**src/rtl/instr_fetch_stage_pkg.sv**
```systemverilog
// Shared definitions for the fetch stage and its IF/ID register: FSM encoding,
// default NOP encoding and the IF/ID bundle that decode also consumes.
package instr_fetch_stage_pkg;

  typedef enum logic [1:0] {
    WARMUP = 2'd0,
    RUN    = 2'd1,
    HALT   = 2'd2
  } fetch_state_e;

  localparam int INSTR_W = 32;
  localparam int PC_W    = 32;

  localparam logic [INSTR_W-1:0] NOP_INSTR_DEFAULT = 32'h0000_0000;

  typedef struct packed {
    logic [INSTR_W-1:0] instr;
    logic [PC_W-1:0]    pc;
    logic [PC_W-1:0]    pc_plus4;
    logic               valid;
  } if_id_t;

  // A fetch address is usable only if word aligned and inside the memory.
  function automatic logic fetch_addr_ok(input logic [PC_W-1:0] addr,
                                         input logic [PC_W-1:0] mem_bytes);
    return (addr[1:0] == 2'b00) && (addr < mem_bytes);
  endfunction

endpackage

```
**src/rtl/instr_fetch_stage_if_id_reg.sv**
```systemverilog
// IF/ID pipeline register: flush beats load, otherwise hold.
// A flush replaces the instruction with NOP and clears valid; PC fields keep their value.
module if_id_reg
  import instr_fetch_stage_pkg::*;
#(
  parameter logic [INSTR_W-1:0] NOP_INSTR = NOP_INSTR_DEFAULT
) (
  input  logic   clk,
  input  logic   reset,
  input  logic   load,
  input  logic   flush,
  input  if_id_t load_data,
  output if_id_t if_id
);

  if_id_t if_id_d;
  if_id_t if_id_q;

  always_comb begin
    if_id_d = if_id_q;
    if (flush) begin
      if_id_d.instr = NOP_INSTR;
      if_id_d.valid = 1'b0;
    end else if (load) begin
      if_id_d = load_data;
    end
  end

  always_ff @(posedge clk or negedge reset) begin
    if (!reset) begin
      if_id_q <= '{instr: NOP_INSTR, pc: '0, pc_plus4: '0, valid: 1'b0};
    end else begin
      if_id_q <= if_id_d;
    end
  end

  assign if_id = if_id_q;

endmodule

```
**src/rtl/instr_fetch_stage.sv**
```systemverilog
// Pipeline front end: owns the PC, drives instruction memory and fills IF/ID.
// Bad fetch addresses park the stage in HALT until reset.
module instr_fetch_stage
  import instr_fetch_stage_pkg::*;
#(
  parameter int               IMEM_DEPTH = 64,
  parameter logic [PC_W-1:0]  RESET_PC   = 32'h0000_0000,
  parameter logic [INSTR_W-1:0] NOP_INSTR = NOP_INSTR_DEFAULT,
  localparam int              AW         = $clog2(IMEM_DEPTH)
) (
  input  logic               clk,
  input  logic               reset,
  output logic [AW-1:0]      imem_addr,
  input  logic [INSTR_W-1:0] imem_rdata,
  input  logic               stall,
  input  logic               redirect_valid,
  input  logic [PC_W-1:0]    redirect_pc,
  output logic [INSTR_W-1:0] if_id_instr,
  output logic [PC_W-1:0]    if_id_pc,
  output logic [PC_W-1:0]    if_id_pc_plus4,
  output logic               if_id_valid,
  output logic               fetch_fault
);

  localparam logic [PC_W-1:0] MEM_BYTES = PC_W'(4 * IMEM_DEPTH);

  fetch_state_e    state_d, state_q;
  logic [PC_W-1:0] pc_d, pc_q;
  logic            fault_d, fault_q;
  logic [PC_W-1:0] pc_plus4;
  logic            if_load;
  logic            if_flush;
  if_id_t          if_id_load_data;
  if_id_t          if_id;

  assign pc_plus4  = pc_q + 32'd4;
  assign imem_addr = pc_q[AW+1:2];

  always_comb begin
    state_d  = state_q;
    pc_d     = pc_q;
    fault_d  = fault_q;
    if_load  = 1'b0;
    if_flush = 1'b0;
    case (state_q)
      WARMUP: begin
        state_d = RUN;
      end
      RUN: begin
        if (redirect_valid) begin
          if_flush = 1'b1;
          if (fetch_addr_ok(redirect_pc, MEM_BYTES)) begin
            pc_d = redirect_pc;
          end else begin
            state_d = HALT;
            fault_d = 1'b1;
          end
        end else if (!stall) begin
          if_load = 1'b1;
          // The last word is still delivered; the PC never wraps back to 0.
          if (pc_plus4 == MEM_BYTES) begin
            state_d = HALT;
            fault_d = 1'b1;
          end else begin
            pc_d = pc_plus4;
          end
        end
      end
      HALT: begin
        if_flush = 1'b1;
        fault_d  = 1'b1;
      end
      default: begin
        state_d  = HALT;
        fault_d  = 1'b1;
        if_flush = 1'b1;
      end
    endcase
  end

  always_ff @(posedge clk or negedge reset) begin
    if (!reset) begin
      state_q <= WARMUP;
      pc_q    <= RESET_PC;
      fault_q <= 1'b0;
    end else begin
      state_q <= state_d;
      pc_q    <= pc_d;
      fault_q <= fault_d;
    end
  end

  assign if_id_load_data = '{instr: imem_rdata, pc: pc_q, pc_plus4: pc_plus4, valid: 1'b1};

  if_id_reg #(
    .NOP_INSTR (NOP_INSTR)
  ) u_if_id_reg (
    .clk       (clk),
    .reset     (reset),
    .load      (if_load),
    .flush     (if_flush),
    .load_data (if_id_load_data),
    .if_id     (if_id)
  );

  assign if_id_instr    = if_id.instr;
  assign if_id_pc       = if_id.pc;
  assign if_id_pc_plus4 = if_id.pc_plus4;
  assign if_id_valid    = if_id.valid;
  assign fetch_fault    = fault_q;

endmodule

```
**config.mk**
```make
export PLATFORM = sky130hd
export DESIGN_NAME = instr_fetch_stage
export DESIGN_NICKNAME = d
export VERILOG_FILES = /design/src/rtl/instr_fetch_stage_pkg.sv /design/src/rtl/instr_fetch_stage_if_id_reg.sv /design/src/rtl/instr_fetch_stage.sv
export SDC_FILE = /design/constraint.sdc
export NUM_CORES = 1
export LEC_CHECK = 0
export ABC_AREA = 1
export BUFFER_PORTS_ARGS = -buffer_cell sky130_fd_sc_hd__buf_2
export CAP_MARGIN = 5
export CORE_MARGIN = 2
export CORE_UTILIZATION = 45
export CTS_CLUSTER_DIAMETER = 40
export DETAILED_ROUTE_END_ITERATION = 12
export GPL_TIMING_DRIVEN = 0
export PLACE_DENSITY = 0.69
export SLEW_MARGIN = 20
export SYNTH_ARGS = -nofsm -noshare
export SYNTH_HDL_FRONTEND = slang
export SYNTH_HIERARCHICAL = 1
export SYNTH_SLANG_ARGS = --single-unit
export TNS_END_PERCENT = 50
```
**constraint.sdc**
```tcl
create_clock -name clk -period 2.4 [get_ports clk]
set_input_delay 0.12 -clock clk [delete_from_list [all_inputs] [get_ports clk]]
set_output_delay 0.12 -clock clk [all_outputs]
set_load 0.05 [all_outputs]
```
### Word level (Yosys, flattened, before mapping)

Cells that the tools add are included.
Widths: inputs -> output; s select.

* register bits: 132
* bits in latches: 0
* bits in writable memories: 0
* ROM bits: 0
* input port bits: 68
* output and inout bits: 104
* logic and storage cells: 51
* memories kept: 0

* $add $sub $neg: 1
* multipliers: 0
* divide/modulo/power cells: 0
* order comparisons: 1
* eq/ne operators: 9
* shift-type cells: 0
* muxes and demuxes: 22
* bitwise gates (word level): 3
* reductions and logical operators: 8

Operators with widths (number)
* $mux 32: 5
* $mux 97: 1
* $add 32x3->32 const B: 1
* $eq 32x9->1 const B: 1
* $lt 32x9->1 const B: 1
* $reduce_and 4->1: 3
* $mux 1: 9
* $ne 3x3->1 const B: 3
* $mux 2: 4
* $pmux 2 s3: 1
* $logic_not 2->1: 2
* $ne 2x1->1 const B: 2
* $pmux 1 s2: 2
* $not 1->1: 3
* $eq 2x1->1 const B: 1
* $eq 2x2->1 const B: 1
* $ne 2x2->1 const B: 1
* $reduce_and 2->1: 1
* $reduce_bool 2->1: 1
* $logic_and 1x1->1: 1

### Logic depth before layout (Yosys ltp)

* depth after elaboration: 6
* gate-level depth with buffers: 16
* gate-level depth less buffers: 16

### Cells and area by module

The synthesis kept the hierarchy.

By module, submodules not included
* if_id_reg: instances 1, cells an instance 421, area an instance 3863.7 µm², sequential area each 2427.3 µm²
* instr_fetch_stage: instances 1, cells an instance 496, area an instance 3031.7 µm², sequential area each 875.8 µm²

### Worst setup path before layout

Ideal clock, no wire load.

* kind: register -> register
* from: reg pc_q[2]
* to: reg pc_q[16]
* library setup time: 0.117 ns
* data arrival time: 1.945 ns
* required time: 2.283 ns
* path slack: 0.337 ns
* cell stages (with the launch flop): 16
* buffers on the path: 1
* clock period less this slack: 2.063 ns
* cell sequence: dfrtp_1 > ha_1 > inv_1 > nor2_4 > nand2_1 > nor2_1 > nand2_1 > nand2_1 > nand2_1 > nor2_1 > nand2_1 > nor2_1 > nand4_2 > buf_2 > nand4_1 > nand2_1

* longest elaborated chain between the ends: 4
* elaborated cells between the ends (all ways): 7
* those cells by class: add/sub: 1; eq/ne: 2; mux: 3; reduce/logical: 1

RTL lines
* start, declared: RTL line instr_fetch_stage.sv:28 `logic [PC_W-1:0] pc_d, pc_q;`
* start signal, assigned: RTL line instr_fetch_stage.sv:88 `pc_q <= pc_d;`
* $add 32x3->32: RTL line instr_fetch_stage.sv:36 `assign pc_plus4 = pc_q + 32'd4;`
* net pc_plus4[24]: RTL line instr_fetch_stage.sv:30 `logic [PC_W-1:0] pc_plus4;`
* $eq 32x9->1: RTL line instr_fetch_stage.sv:61 `if (pc_plus4 == MEM_BYTES) begin`
* $ne 2x2->1 (no source line)
* $reduce_and 4->1 (no source line)

The timed path passes the listed nets, and every way through them passes these cells. The select of a mux whose other input is x is not followed.
A chain may end at the register's enable or synchronous reset.

### Final worst setup path

* from: reg pc_q[3]
* to: reg pc_q[13]

Same word-level chain as after synthesis.

==> impl_metrics.json <==
{
  "status": "complete, but fails checks",
  "violations": "negative setup slack",
  "io_pins": 172,
  "die_width_um": 128,
  "stdcell_area_um2": 9450,
  "routedWlPerCell_um": 16.0,
  "tritoncts": "built",
  "gp_congestion": 0.946,
  "syn_area_um2": 6900,
  "grt-ovfl-total": 0,
  "p_leak_nw": 5.28,
  "rows": 45,
  "drc_errors": 0,
  "root_buffer": "clkbuf_16",
  "criticalPathCategory": "reg -> reg",
  "avgSynthCellArea_um2": 7.52,
  "seqCellArea_um2": 3320,
  "final_nets": 1235,
  "worstMarginPinSlew_ns": 0.822,
  "dr.pass1.iters": 5,
  "avgViaCountPerCell": 5.19,
  "fin_worst_skew_ns": 0.00810,
  "clock_path_buffers": 2,
  "worst_slack_ns": -0.0355,
  "cts_inserted_buffers": 17,
  "placed_area_um2": 8020,
  "path_cells": "ha_4 -> inv_4 -> nor2_4 -> nand2_4 -> nor2_4 -> nand2_1 -> nand2_1 -> nand2_2 -> nor2_1 -> nand2_1 -> nor2_4 -> nand4_4 -> nand3_4 -> buf_4 -> nand2_1 -> nand2_1",
  "clkLatencyLatePin_ns": 0.42,
  "synthCells": 917,
  "fin_crit_ns": 2.44,
  "yosysSeqAreaShare_pct": 47.9,
  "synth_warnings": 6,
  "startpoint": "pc_q[3]",
  "synthXorXnorAreaFrac_pct": 0.889,
  "die_area_um2": 16300,
  "multiInputGateArea_um2": 3290,
  "cp.required_ns": 2.76,
  "reg2reg_depth": 16,
  "synth-adder-area-share_pct": 0.181,
  "antenna_found_initial": 1,
  "fmax_mhz": 411,
  "worst_ir_drop_vdd_mv": 0.475,
  "min_path_cells": 5,
  "async_flop_share_pct": 100,
  "clock-sinks": 132,
  "reg2reg_from": "pc_q[3]",
  "route.vias.total": 7095,
  "grt_usage_pct": 26.4,
  "synth-compound-area-share_pct": 2.09,
  "postLayoutCoreUtil_pct": 62.6,
  "synth_cell_types": 30,
  "layout_common_cells": "372 x nand2_1, 186 x buf_2, 117 x dfrtp_1",
  "worstPathArrival_ns": 2.79,
  "slowest_stage": "dfrtp_2",
  "wl_mm": 21.9,
  "setup_viol": 29,
  "path_max_fanout": 6,
  "whs_ns": 0.0657,
  "largest_reg_flops": 97,
  "cap_viol_max_count": 0,
  "grt_pass1_wl_mm": 33.4,
  "layout-drive-gt1-share_pct": 30.1,
  "grt_pass1_vias": 6478,
  "die_y_um": 128,
  "grt_max_degree": 71,
  "hold_violations": 0,
  "mostFrequentLayoutCell": "nand2_1",
  "hp-start": "redirect_pc[8]",
  "ys_ff_latch": 132,
  "cpMostUsedCell": "nand2_1",
  "slowest_delay_ns": 0.42,
  "max-slew-margin-rel_pct": 44.7,
  "syn_nets": 986,
  "start_util_pct": 45.7,
  "path_clk_slew_ns": 0.06,
  "rsz0062_at_grt": "yes",
  "drtAntennaViolNets": 0,
  "diodes": 0,
  "fill_cells": 1340,
  "synth_top_family_by_area": "simple AND/OR/NAND/NOR gates",
  "drtIter0Drc": 535,
  "powerDensity_nw_per_um2": 588,
  "synthFlopType": "dfrtp_1",
  "endpoint_kind": "flip-flop",
  "synth_edf_count": 0,
  "htree_levels": 4,
  "dp_hpwl_mm": 15.3,
  "hold_path.class": "in -> reg",
  "synthSimpleGateAreaFrac_pct": 41.8,
  "period_share_pct": 101,
  "start_kind": "flip-flop",
  "area_growth_pct": 37.0,
  "portBuffers": 171,
  "core_region_area_um2": 15100,
  "muxShareOfSynthArea_pct": 0,
  "slew_violations": 0
}
## cells by family after synthesis
kind of cell | count (synthesis)
and+or+nand+nor | 655
DFF | 132
buffers and inverters | 95
AOI/OAI and AO/OA | 26
xor gates and xnor gates | 7
adders and majority gates | 1
other | 1
## Yosys cell counts (6+ instances only)
| master | count | area, µm² |
|---|---|---|
| nor2_4 | 11 | 124 |
| nand4_1 | 35 | 219 |
| o21ai_0 | 14 | 70.1 |
| nor4_1 | 7 | 43.8 |
| nand3_1 | 111 | 556 |
| a31oi_1 | 11 | 68.8 |
| clkbuf_1 | 10 | 37.5 |
| buf_6 | 6 | 67.6 |
| buf_2 | 19 | 95.1 |
| nand2_1 | 403 | 1510 |
| dfrtp_1 | 132 | 3300 |
| nand3b_1 | 11 | 82.6 |
| nor2_1 | 61 | 229 |
| inv_1 | 37 | 139 |
| buf_4 | 17 | 128 |
## worst max-delay path, delay by kind of cell, from the launching register on
family,cells,cell delay (ns)
and+or+nand+nor,13,1.56
DFF,1,0.42
buffers and inverters,2,0.21
adders and majority gates,1,0.18
## cell type report
type	count	area share [%]
clock buffers	18	4.54
clock inverters	13	2.20
plain buffers	54	3.79
repair buffers	230	15.4
inverters	41	1.66
multi-input cells	690	34.8
flip-flops and latches	132	35.2
well taps	188	2.49
## repair_timing
item                                    4_1_cts  5_1_grt
endpoints found under the hold margin       101        0
gates resized for setup                      14       67
endpoints found under the setup margin       33       33
cloned                                        0        3
buffers inserted                              3       19
hold buffers                                 33        0
pin swaps                                     2       25
## report_power, final
group	switching (mW)	leakage [nW]	internal (mW)
Sequential	0.0586	1.78	2.26
Clock	0.982	0.298	1.83
Combinational	0.254	3.21	0.171
Total	1.29	5.28	4.26
## through the flow
step           total power, mW  cells  setup TNS [ns]  worst slack [ns]
2_1_floorplan             2.50    917               0             0.337
3_3_place_gp              2.68   1276          -81.10            -0.590
3_5_place_dp              2.69   1277           -5.70            -0.208
4_1_cts                   5.53   1344               0            0.0110
5_1_grt                   5.74   1366           -3.96            -0.144
6_report                  5.56   1366          -0.520           -0.0355
## final timing paths
| kind | to | slack (ns) |
|---|---|---|
| max | pc_q[13] | -0.04 |
| min | pc_q[8] | 0.07 |
| max reg2reg | pc_q[13] | -0.04 |
| min reg2reg | u_if_id_reg/if_id[69] | 0.46 |
| max in group asynchronous | pc_q[6] | 1.43 |
| min in group asynchronous | u_if_id_reg/if_id[81] | 0.26 |
## routing by layer
metal	GRT usage [%]	vias up	part of all wire, %
met5	0	-	0.059
met4	8.66	2	2.4
met3	6.09	45	7.6
met2	42.7	308	47
met1	35.2	3285	43
li1	-	3455	-
Note: power is estimated with default switching activity, not from simulation.
